===== config.mk =====
export PLATFORM = sky130hd
export DESIGN_NAME = hazard_stall_ctrl
export DESIGN_NICKNAME = d
export VERILOG_FILES = /design/src/rtl/hazard_stall_ctrl.sv
export SDC_FILE = /design/constraint.sdc
export NUM_CORES = 1
export LEC_CHECK = 0
export BUFFER_PORTS_ARGS = -buffer_cell sky130_fd_sc_hd__buf_2
export CORE_AREA = 5 5 123 125
export DETAILED_ROUTE_END_ITERATION = 8
export DIE_AREA = 0 0 128 130
export GPL_ROUTABILITY_DRIVEN = 0
export PLACE_DENSITY = 0.58
export SYNTH_ARGS = -nofsm -noshare
export SYNTH_HDL_FRONTEND = slang
export SYNTH_SLANG_ARGS = --single-unit
export TNS_END_PERCENT = 1

===== constraint.sdc =====
create_clock -name clk -period 4 [get_ports clk]
set_clock_uncertainty 0.1 [all_clocks]
set_input_delay 0.4 -clock clk [delete_from_list [all_inputs] [get_ports clk]]
set_output_delay 0.4 -clock clk [all_outputs]
set_load 0.05 [all_outputs]

===== src/rtl/hazard_stall_ctrl.sv =====
// hazard_stall_ctrl
// Hazard and stall controller for the 5-stage MIPS pipeline. It watches the
// ID/EX and EX/MEM pipeline words and the decoded ID register fields, and
// drives the hold, bubble and flush controls back into the PC and the
// pipeline registers.
// Ports:
//   clk, rst_n        pipeline clock, asynchronous active-low reset
//   id_rs, id_rt      source register fields of the instruction in ID
//   id_uses_rt        the ID instruction reads rt as a source
//   id_ex_bus         ID/EX word ([155]=MemRead, [9:5]=rt)
//   ex_mem_bus        EX/MEM word ([109]=MemRead, [108]=MemWrite, [106]=Branch)
//   mem_taken         branch condition resolved true in MEM
//   dmem_busy         data memory not ready this cycle
//   pc_write .. ex_mem_bubble  pipeline controls (Mealy, same-cycle)
//   state             FSM state: RUN=0, LOAD_STALL=1, FLUSH=2, MEM_WAIT=3
//   stall_cnt         saturating count of stall cycles
//   flush_cnt         saturating count of branch flushes
//   mem_timeout       sticky flag: MAX_WAIT consecutive memory-wait cycles
module hazard_stall_ctrl #(
  parameter int CNT_W    = 16,
  parameter int MAX_WAIT = 8
) (
  input  logic             clk,
  input  logic             rst_n,
  input  logic [4:0]       id_rs,
  input  logic [4:0]       id_rt,
  input  logic             id_uses_rt,
  input  logic [158:0]     id_ex_bus,
  input  logic [110:0]     ex_mem_bus,
  input  logic             mem_taken,
  input  logic             dmem_busy,
  output logic             pc_write,
  output logic             if_id_hold,
  output logic             id_ex_hold,
  output logic             ex_mem_hold,
  output logic             id_ex_bubble,
  output logic             mem_wb_bubble,
  output logic             flush_if_id,
  output logic             flush_id_ex,
  output logic             ex_mem_bubble,
  output logic [1:0]       state,
  output logic [CNT_W-1:0] stall_cnt,
  output logic [CNT_W-1:0] flush_cnt,
  output logic             mem_timeout
);

  typedef enum logic [1:0] {
    RUN        = 2'd0,
    LOAD_STALL = 2'd1,
    FLUSH      = 2'd2,
    MEM_WAIT   = 2'd3
  } state_t;

  localparam int                WCNT_W    = $clog2(MAX_WAIT + 1);
  localparam logic [WCNT_W-1:0] WAIT_ONE  = WCNT_W'(1);
  localparam logic [WCNT_W-1:0] WAIT_SAT  = WCNT_W'(MAX_WAIT);
  localparam logic [WCNT_W-1:0] WAIT_LAST = WCNT_W'(MAX_WAIT - 1);
  localparam logic [CNT_W-1:0]  CNT_ONE   = CNT_W'(1);

  state_t            state_r;
  state_t            next_state;
  logic [WCNT_W-1:0] wait_cnt;
  logic [4:0]        rt_x;
  logic              flush_req;
  logic              wait_req;
  logic              lu_raw;
  logic              wait_go;
  logic              lu_go;
  logic              unused_bus_bits;

  // Only a handful of bus fields matter here; fold the rest away.
  assign unused_bus_bits = ^{id_ex_bus[158:156], id_ex_bus[154:10], id_ex_bus[4:0],
                             ex_mem_bus[110], ex_mem_bus[107], ex_mem_bus[105:0]};

  assign rt_x      = id_ex_bus[9:5];
  assign flush_req = ex_mem_bus[106] & mem_taken;
  assign wait_req  = dmem_busy & (ex_mem_bus[109] | ex_mem_bus[108]);
  assign lu_raw    = id_ex_bus[155] & (rt_x != 5'd0) &
                     ((rt_x == id_rs) | (id_uses_rt & (rt_x == id_rt)));

  // Load-use is ignored in FLUSH (ID is being discarded) and in LOAD_STALL
  // (the stall lasts exactly one cycle; the bubble already cleared MemRead).
  assign wait_go = wait_req & ~flush_req;
  assign lu_go   = lu_raw & ~flush_req & ~wait_req &
                   (state_r != LOAD_STALL) & (state_r != FLUSH);

  assign state = state_r;

  // Mealy pipeline controls, forced to the run defaults while in reset.
  always_comb begin
    pc_write      = 1'b1;
    if_id_hold    = 1'b0;
    id_ex_hold    = 1'b0;
    ex_mem_hold   = 1'b0;
    id_ex_bubble  = 1'b0;
    mem_wb_bubble = 1'b0;
    flush_if_id   = 1'b0;
    flush_id_ex   = 1'b0;
    ex_mem_bubble = 1'b0;
    next_state    = RUN;
    if (!rst_n) begin
      next_state = RUN;
    end else if (flush_req) begin
      // PC keeps writing: it loads the branch target.
      flush_if_id   = 1'b1;
      flush_id_ex   = 1'b1;
      ex_mem_bubble = 1'b1;
      next_state    = FLUSH;
    end else if (wait_req) begin
      pc_write      = 1'b0;
      if_id_hold    = 1'b1;
      id_ex_hold    = 1'b1;
      ex_mem_hold   = 1'b1;
      mem_wb_bubble = 1'b1;
      next_state    = MEM_WAIT;
    end else if (lu_go) begin
      pc_write      = 1'b0;
      if_id_hold    = 1'b1;
      id_ex_bubble  = 1'b1;
      next_state    = LOAD_STALL;
    end else begin
      next_state    = RUN;
    end
  end

  // State, saturating statistics, consecutive-wait counter and sticky timeout.
  always_ff @(posedge clk or negedge rst_n) begin
    if (!rst_n) begin
      state_r     <= RUN;
      stall_cnt   <= '0;
      flush_cnt   <= '0;
      wait_cnt    <= '0;
      mem_timeout <= 1'b0;
    end else begin
      state_r <= next_state;
      if (flush_req && (flush_cnt != '1)) begin
        flush_cnt <= flush_cnt + CNT_ONE;
      end else begin
        flush_cnt <= flush_cnt;
      end
      if ((wait_go || lu_go) && (stall_cnt != '1)) begin
        stall_cnt <= stall_cnt + CNT_ONE;
      end else begin
        stall_cnt <= stall_cnt;
      end
      // wait_cnt counts frozen cycles; the freeze continues past the timeout.
      if (wait_go) begin
        if (wait_cnt != WAIT_SAT) begin
          wait_cnt <= wait_cnt + WAIT_ONE;
        end else begin
          wait_cnt <= wait_cnt;
        end
        if (wait_cnt >= WAIT_LAST) begin
          mem_timeout <= 1'b1;
        end else begin
          mem_timeout <= mem_timeout;
        end
      end else begin
        wait_cnt    <= '0;
        mem_timeout <= mem_timeout;
      end
    end
  end

endmodule


==> metrics.cfg, run 1 <==
[outcome]
outcome=completed

[cts]
clock_latency_ns=0.28
post_cts_buffers=0
cts_tree=done
cts_buffer_depth=2
cts_resized=0
cts_sinks=39
cts_inserted_buffers=5
cts-root-buf=clkbuf_16
path_clk_slew_ns=0.06
cts_hold_buf=0
htreeDepth=2

[critical_path]
r2r-end=stall_cnt[13]
r2r-start=stall_cnt[0]
critPathKind=in2out
reg2reg_depth=7
start_kind=primary input
r2r_slack_ns=1.75
endpoint_kind=output pin
cp_data_required_time_ns=3.50
critPathCapture=pc_write
critPathMaxFanout=4
crit_arrival_ns=2.05
startpoint=id_ex_bus[5]

[sta]
setup-tns-final_ns=0
hold_viol_final=0
rsz0062_at_grt=no
worst_slack_ns=1.45
slew_violations=0
relSlewSlack_pct=25.9
finalSetupViolations=0
period_needed_ns=2.55
period_share_pct=63.7
fmax_mhz=393
hold_ws_ns=0.0794
worst_pin_slew_ns=1.11

[placed_design]
numPortBuffers=67
dp_cells=438
place_ws_ns=1.46
dp_hpwl_mm=4.59
place_area_um2=2590

[yosys]
ys_seq_area_share_pct=47.1
synth_cell_types=39
syn_area_um2=2070
ys_top_cells_by_area=dfrtp_1 47%, xor2_1 11%, xnor2_1 7.2%
syn-num-nets=486
synthCells=197
ys_warn_count=0
synth_top_area_share_pct=47.1
avgSynthCellArea_um2=10.5
yosysTopAreaCell=dfrtp_1
ys_ff_latch=39

[layout]
final_net_count=554
final_cell_count_no_fill=446
final_common_cell=buf_2
final_cell_area_um2=2780
drive_gt1_share_pct=31.6
diodes=0
area.growth.synth_to_final_pct=33.9
finish.utilization_pct=20.2
final_cell_mix=67 x buf_2, 39 x dfrtp_1, 26 x xor2_1

[drt]
wl_mm=5.68
antenna_left=0
first_pass_iters=4
drtIter0Drc=79
wl_per_cell_um=12.7
vias=1673
viasPerCell=3.75
remaining_drc_errors=0

[pwr]
vdd_drop_max_uv=313
power_mw=1.48
leakagePower_nw=1.38
p_per_area_nw_per_um2=532

[global_route]
antenna_found_initial=1
grt_pass1_wl_mm=9.01
track_usage_pct=6.84
grt_remaining_overflow=0
grt_max_degree=44
grt_pass1_vias=1685

[job]
cap_violations=0

[floorplan]
num_rows=43
die_w_um=128
start_util_pct=15.1
io-pin-count=329
core_area_um2=13800
fp.dieH_um=130
die_area_um2=16600

[hold_path]
hp-class=in2async

Yosys cell counts:
library cell	n
dfrtp_1	39
xor2_1	26
nand2_1	17
nor2_1	17
xnor2_1	17
nand4_1	12
nand3_1	11
nor3_1	6
buf_4	5
inv_1	5
and3_1	4
and4_1	4
ha_1	4
and2_1	3
a21oi_1	2
nor4_1	2
a21boi_0	1
a21oi_4	1
a22oi_4	1
and4_4	1
and4bb_2	1
buf_2	1
buf_6	1
mux2_1	1
mux2_2	1
mux2i_1	1
nand2b_1	1
nand3b_1	1
nor2b_4	1
nor3_2	1
nor3b_1	1
o2111ai_2	1
o211ai_1	1
o21a_1	1
o21ai_0	1
o21bai_1	1
or2_2	1
or3_1	1
or4_1	1
routing by layer:
layer,part of all wire [%],up-vias,global-route usage (%)
met1,44,789,8.61
li1,-,810,-
met4,0.95,2,1.56
met5,0.23,-,0
met3,11,8,3.52
met2,43,64,10.5
cells by family after synthesis:
logic type / share of synthesized area, %
flip-flops: 47.1
XOR/XNOR: 18.2
multiplexers: 1.57
buffers and inverters: 3.50
AO/OA/AOI/OAI: 4.71
adder cells (fa/ha/maj): 2.41
AND/OR/NAND/NOR: 22.6
worst min-delay path by stage:
stage,from,endpoint,slack [ns],cells past startpoint
finish,rst_n,flush_cnt[0],0.08,2
global placement,flush_cnt[7],flush_cnt[7],0.38,1
floorplan,rst_n,flush_cnt[0],0.004,0
global route,rst_n,flush_cnt[0],0.13,2
CTS,rst_n,flush_cnt[0],0.10,2
detailed placement,stall_cnt[11],stall_cnt[11],0.38,1
critical path, cell delays in order:
cell and delay (ns):
buf_2 0.14, xnor2_1 0.18, nand3_1 0.10, nor3_1 0.32, nor2_1 0.08, or3_1 0.44
and2_1 0.18, buf_2 0.20
layout make-up:
type | instances | area [um^2]
fillers | 1565 | 11000
clock inverters | 2 | 60.1
flip-flops and latches | 39 | 976
multi-input cells | 146 | 1020
clock buffers | 6 | 129
inverters | 5 | 18.8
repair buffers | 68 | 343
well taps | 180 | 225
registers in the layout, indices dropped and copies added (netlist names):
register and count:
flush_cnt 16, mem_timeout 1, stall_cnt 16, state 2
wait_cnt 4
power by group:
part	switching, mW	total (mW)	internal [mW]
registers	0.0740	0.527	0.453
clock network	0.153	0.511	0.358
logic	0.322	0.439	0.117
total	0.549	1.48	0.928
No activity file was read; power rests on OpenSTA's default activity.
==> run 2, diff against run 1 <==
--- a/config.mk
+++ b/config.mk
@@ -10,7 +10,7 @@
 export DETAILED_ROUTE_END_ITERATION = 8
 export DIE_AREA = 0 0 128 130
 export GPL_ROUTABILITY_DRIVEN = 0
-export PLACE_DENSITY = 0.58
+export PLACE_DENSITY = 0.6
 export SYNTH_ARGS = -nofsm -noshare
 export SYNTH_HDL_FRONTEND = slang
 export SYNTH_SLANG_ARGS = --single-unit
==> constraint.sdc (replaced) <==
create_clock -name clk -period 2.2 [get_ports clk]
set_clock_uncertainty 0.1 [all_clocks]
set_input_delay 0.22 -clock clk [delete_from_list [all_inputs] [get_ports clk]]
set_output_delay 0.22 -clock clk [all_outputs]
set_load 0.05 [all_outputs]
==> metrics.cfg, run 2 (synthesis gave the netlist of run 1 again) <==
[critical_path]
reg2reg_depth=8  ; +1
critPathMaxFanout=3  ; -1
critPathKind=reg2out
cp_data_required_time_ns=1.88  ; -1.62 ns
start_kind=register
crit_arrival_ns=1.83  ; -0.22 ns
path_buf_inv=1  ; -1
path_delay_family=simple AND/OR/NAND/NOR gates
cp.depth=5  ; -3
worstPathCellList=xnor2_1 -> o211ai_1 -> or3_4 -> and2_1 -> buf_2
endpoint_kind=output pin
critPathSlowestCell=or3_4
slowest_delay_ns=0.41  ; -0.03 ns

[floorplan]
num_rows=43  ; unchanged
die_area_um2=16600  ; unchanged
io-pin-count=329  ; unchanged
start_util_pct=15.1  ; unchanged
die_w_um=128  ; unchanged
fp.dieH_um=130  ; unchanged
core_area_um2=13800  ; unchanged

[sta]
rsz0062_at_grt=yes
slew_violations=0  ; unchanged
finalSetupViolations=0  ; unchanged
period_needed_ns=2.15
period_share_pct=97.8
fmax_mhz=465
relSlewSlack_pct=20.2  ; -5.7 points
hold_viol_final=24  ; +24
hold_ws_ns=-0.0225  ; -0.102 ns
worst_pin_slew_ns=1.19  ; +0.0849 ns
setup-tns-final_ns=0  ; unchanged

[global_route]
grt_max_degree=41  ; -6.8%
met2_usage_pct=11.2  ; +0.65 points
grt_pass1_wl_mm=9.44  ; +4.7%
grt_busiest_layer=met2
grt_remaining_overflow=0  ; unchanged
met1_usage_pct=8.88  ; +0.28 points
grt_pass1_vias=1786  ; +6.0%
track_usage_pct=7.04  ; +0.20 points
use_met3_pct=3.44  ; -0.082 points
antenna_found_initial=1  ; unchanged

[layout]
largestRegisters=flush_cnt x16, stall_cnt x16, wait_cnt x4
fillers=1562  ; -0.19%
area.growth.synth_to_final_pct=37.2
multiInputGateArea_um2=1050  ; +2.6%
ff_latch_area_um2=980  ; +0.38%
final_common_cell=buf_2
final_cell_mix=66 x buf_2, 36 x dfrtp_1, 26 x xor2_1
final_net_count=563  ; +1.6%
finish.utilization_pct=20.6  ; +0.49 points
diodes=0  ; unchanged
drive_gt1_share_pct=37.1  ; +5.5 points

[pwr]
intPower_mw=1.55  ; +67%
p_per_area_nw_per_um2=896  ; +68%
sequentialPowerShare_pct=37.4  ; +1.7 points
power_mw=2.55  ; +73%
swShare_pct=39.3  ; +2.1 points
clockPowerShare_pct=29.7  ; -4.9 points
comb_power_share_pct=32.9  ; +3.2 points
vdd_drop_max_uv=550  ; +76%
power.switching_mw=1.00  ; +82%
leakagePower_nw=1.41  ; +2.1%

[drt]
first_pass_iters=4  ; unchanged
drtIter0Drc=42  ; -47%
antenna_left=0  ; unchanged
wl_per_cell_um=12.9  ; +0.96%
wl_mm=5.85  ; +3.0%
vias=1715  ; +2.5%
remaining_drc_errors=0  ; unchanged
viasPerCell=3.77  ; +0.48%

[outcome]
violations=hold timing
outcome=finished with violations

[hold_path]
hp-class=in2async

[placed_design]
numPortBuffers=67  ; unchanged
dp_hpwl_mm=4.75  ; +3.6%

[job]
cap_violations=0  ; unchanged

[cts]
path_clk_slew_ns=0.06  ; about the same
cts_sinks=39  ; unchanged
cts_inserted_buffers=5  ; unchanged
cts-root-buf=clkbuf_16
cts_tree=done
cts_hold_buf=0  ; unchanged
cts_buffer_depth=2  ; unchanged
htreeDepth=2  ; unchanged
clock_latency_ns=0.28  ; about the same

-- run 2: worst paths after layout --
kind | from | to | slack (ns)
min in group clk | rst_n | state[0] | 0.19
hold reg to reg | mem_timeout | mem_timeout | 0.38
hold / removal | rst_n | flush_cnt[15] | -0.02
max in group asynchronous | rst_n | stall_cnt[0] | 1.61
setup reg to reg | stall_cnt[1] | stall_cnt[11] | 0.11
setup / recovery | state[0] | pc_write | 0.05
-- run 2: routing by layer --
layer  wire, um  vias up
li1           -      829
met1       2570      814
met2       2580       64
met3        644        8
met4         55        0
met5          0        -
-- run 2: through the flow --
stage | setup WS [ns] | hold slack [ns] | instance area, um^2 | instances
final | 0.0487 | -0.0225 | 2840 | 455
after global routing | -0.0109 | 0.0324 | 2840 | 455
after CTS | 0.00931 | 0.00188 | 2810 | 454
after detailed placement | -0.0596 | 0.303 | 2650 | 446
after global placement | -0.0400 | 0.310 | 2650 | 446
after floorplan | -0.00591 | -0.176 | 2080 | 197
-- run 2: final cells by class --
cell class / instances / share of cell area (%)
Clock buffer: 8 / 5.50
Inverter: 5 / 0.660
Multi-Input combinational cell: 146 / 37.0
Sequential cell: 39 / 34.4
Tap cell: 180 / 7.92
Timing Repair Buffer: 77 / 14.5
-- run 2: repair_timing --
action                                  CTS  global route
gates resized for setup                   0             7
endpoints found under the setup margin    0            12
buffers inserted                          0             1
-- run 2: power by group through the flow --
stage	Clock, mW	Sequential, mW	Combinational [mW]
3_3_place_gp	0	0.958	0.836
4_1_cts	0.771	0.954	0.848
5_1_grt	0.798	0.975	0.891
3_5_place_dp	0	0.965	0.846
2_1_floorplan	0	1.32	0.238
6_report	0.756	0.954	0.838
==> run 3, diff against run 2 <==
--- a/config.mk
+++ b/config.mk
@@ -5,7 +5,7 @@
 export SDC_FILE = /design/constraint.sdc
 export NUM_CORES = 1
 export LEC_CHECK = 0
-export BUFFER_PORTS_ARGS = -buffer_cell sky130_fd_sc_hd__buf_2
+export BUFFER_PORTS_ARGS = -buffer_cell sky130_fd_sc_hd__buf_4
 export CORE_AREA = 5 5 123 125
 export DETAILED_ROUTE_END_ITERATION = 8
 export DIE_AREA = 0 0 128 130
==> metrics.cfg, run 3 (synthesis gave the netlist of run 1 again) <==
[drt]
wl_mm=5.89  ; +0.67%
vias=1722  ; +0.41%
remaining_drc_errors=0  ; unchanged
antenna_left=0  ; unchanged
wl_per_cell_um=12.9  ; +0.67%
drtIter0Drc=38  ; -9.5%
viasPerCell=3.78  ; +0.41%
first_pass_iters=4  ; unchanged

[cts]
cts_tree=done
path_clk_slew_ns=0.06  ; about the same
htreeDepth=2  ; unchanged
cts_buffer_depth=2  ; unchanged
cts_inserted_buffers=5  ; unchanged
cts_sinks=39  ; unchanged
clock_latency_ns=0.28  ; about the same
cts-root-buf=clkbuf_16

[pwr]
vdd_drop_max_uv=556  ; +1.1%
comb_power_share_pct=34.9  ; +2.0 points
power.switching_mw=0.999  ; -0.27%
intPower_mw=1.62  ; +4.8%
leakagePower_nw=1.44  ; +2.2%
swShare_pct=38.1  ; -1.2 points
p_per_area_nw_per_um2=867  ; -3.3%
clockPowerShare_pct=28.5  ; -1.2 points
sequentialPowerShare_pct=36.6  ; -0.8 points

[placed_design]
dp_cells=444  ; -0.45%
numPortBuffers=67  ; unchanged
dp_hpwl_mm=4.78  ; +0.62%

[critical_path]
crit_arrival_ns=1.80  ; -0.03 ns
critPathMaxFanout=4  ; +1
critPathKind=in2out
endpoint_kind=output pin
cp_data_required_time_ns=1.88  ; about the same
start_kind=primary input

[outcome]
outcome=completed

[sta]
slew_violations=0  ; unchanged
finalSetupViolations=0  ; unchanged
period_needed_ns=2.12  ; -0.0338 ns
hold_viol_final=0  ; -100%
fmax_mhz=472  ; +1.6%
relSlewSlack_pct=47.9  ; +28 points
period_share_pct=96.2  ; -1.5 points
rsz0062_at_grt=yes
setup-tns-final_ns=0  ; unchanged
worst_pin_slew_ns=0.779  ; -0.411 ns

[layout]
area.growth.synth_to_final_pct=45.8
drive_gt1_share_pct=37.1  ; unchanged
diodes=0  ; unchanged
final_cell_mix=76 x buf_4, 36 x dfrtp_1, 26 x xor2_1
final_cell_count_no_fill=455  ; unchanged
final_common_cell=buf_4
largestRegisters=flush_cnt x16, stall_cnt x16, wait_cnt x4
final_net_count=563  ; unchanged

[global_route]
grt_pass1_wl_mm=9.60  ; +1.7%
grt_pass1_vias=1782  ; -0.22%
grt_max_degree=41  ; unchanged
antenna_found_initial=1  ; unchanged
grt_remaining_overflow=0  ; unchanged
track_usage_pct=7.22  ; +0.17 points

[floorplan]
fp.dieH_um=130  ; unchanged
die_w_um=128  ; unchanged
io-pin-count=329  ; unchanged
start_util_pct=15.1  ; unchanged
num_rows=43  ; unchanged
core_area_um2=13800  ; unchanged
die_area_um2=16600  ; unchanged

[job]
cap_violations=0  ; unchanged

[hold_path]
hp-class=in2reg

==> run 3: cell count changes in the layout (fill, tap and decap cells not counted) <==
cell,delta
buf_2,-66
buf_4,+66
dlygate4sd3_1,+1
nor3_4,+1
clkbuf_4,-1
nor3_1,-1
==> run 3: timing repair <==
action | CTS | global route
hold buffers | 1 | 0
gates resized for setup | 0 | 8
buffers inserted | 0 | 2
setup endpoints to repair | 0 | 8
hold endpoints to repair | 39 | 0
==> run 3: final timing paths <==
check                             start       endpoint  slack (ns)  cells past startpoint
min in group asynchronous         rst_n  flush_cnt[12]        0.50                      3
hold reg to reg            stall_cnt[8]   stall_cnt[8]        0.39                      1
max in group asynchronous         rst_n   stall_cnt[1]        1.09                      3
setup reg to reg           stall_cnt[1]  stall_cnt[13]        0.15                      8
setup / recovery           id_ex_bus[5]       pc_write        0.08                      8
hold / removal                dmem_busy       state[1]        0.28                      3
==> run 3: layout make-up <==
cell class / count / area [um^2]
Clock buffer: 8 / 156
Fill cell: 1538 / 10800
Inverter: 5 / 18.8
Multi-Input combinational cell: 146 / 1060
Sequential cell: 39 / 980
Tap cell: 180 / 225
Timing Repair Buffer: 77 / 581
==> run 3: per-stage QoR <==
step / hold slack [ns] / util [%] / worst slack [ns] / total power, mW / cell area (um^2)
after floorplan: -0.176 / - / -0.00591 / 1.55 / 2080
after global placement: 0.262 / 20.4 / -0.0739 / 1.88 / 2800
after detailed placement: 0.272 / 20.4 / -0.0700 / 1.89 / 2800
after CTS: 0.290 / 21.6 / 0.0371 / 2.65 / 2970
after global routing: 0.304 / 21.9 / -0.00639 / 2.76 / 3020
final: 0.282 / 21.9 / 0.0826 / 2.62 / 3020
==> run 3: worst max-delay path, stage by stage <==
cell and delay, ns:
buf_4 0.13, xor2_1 0.16, nor4_1 0.26, and3_1 0.21, nor2_1 0.05, or3_4 0.41
and2_1 0.17, buf_4 0.19
==> run 3: power by group through the flow <==
stage | clock network [mW] | logic (mW) | registers (mW)
2_1_floorplan | 0 | 0.238 | 1.32
3_3_place_gp | 0 | 0.911 | 0.965
3_5_place_dp | 0 | 0.918 | 0.973
4_1_cts | 0.766 | 0.921 | 0.961
5_1_grt | 0.797 | 0.977 | 0.983
6_report | 0.747 | 0.914 | 0.959
==> run 3: routing by layer <==
metal | up-vias | GRT usage [%] | share of wire (%)
li1 | 829 | - | -
met1 | 825 | 9.01 | 42
met2 | 60 | 11.2 | 45
met3 | 6 | 4.05 | 12
met4 | 2 | 1.12 | 0.63
met5 | - | 0 | 0.12
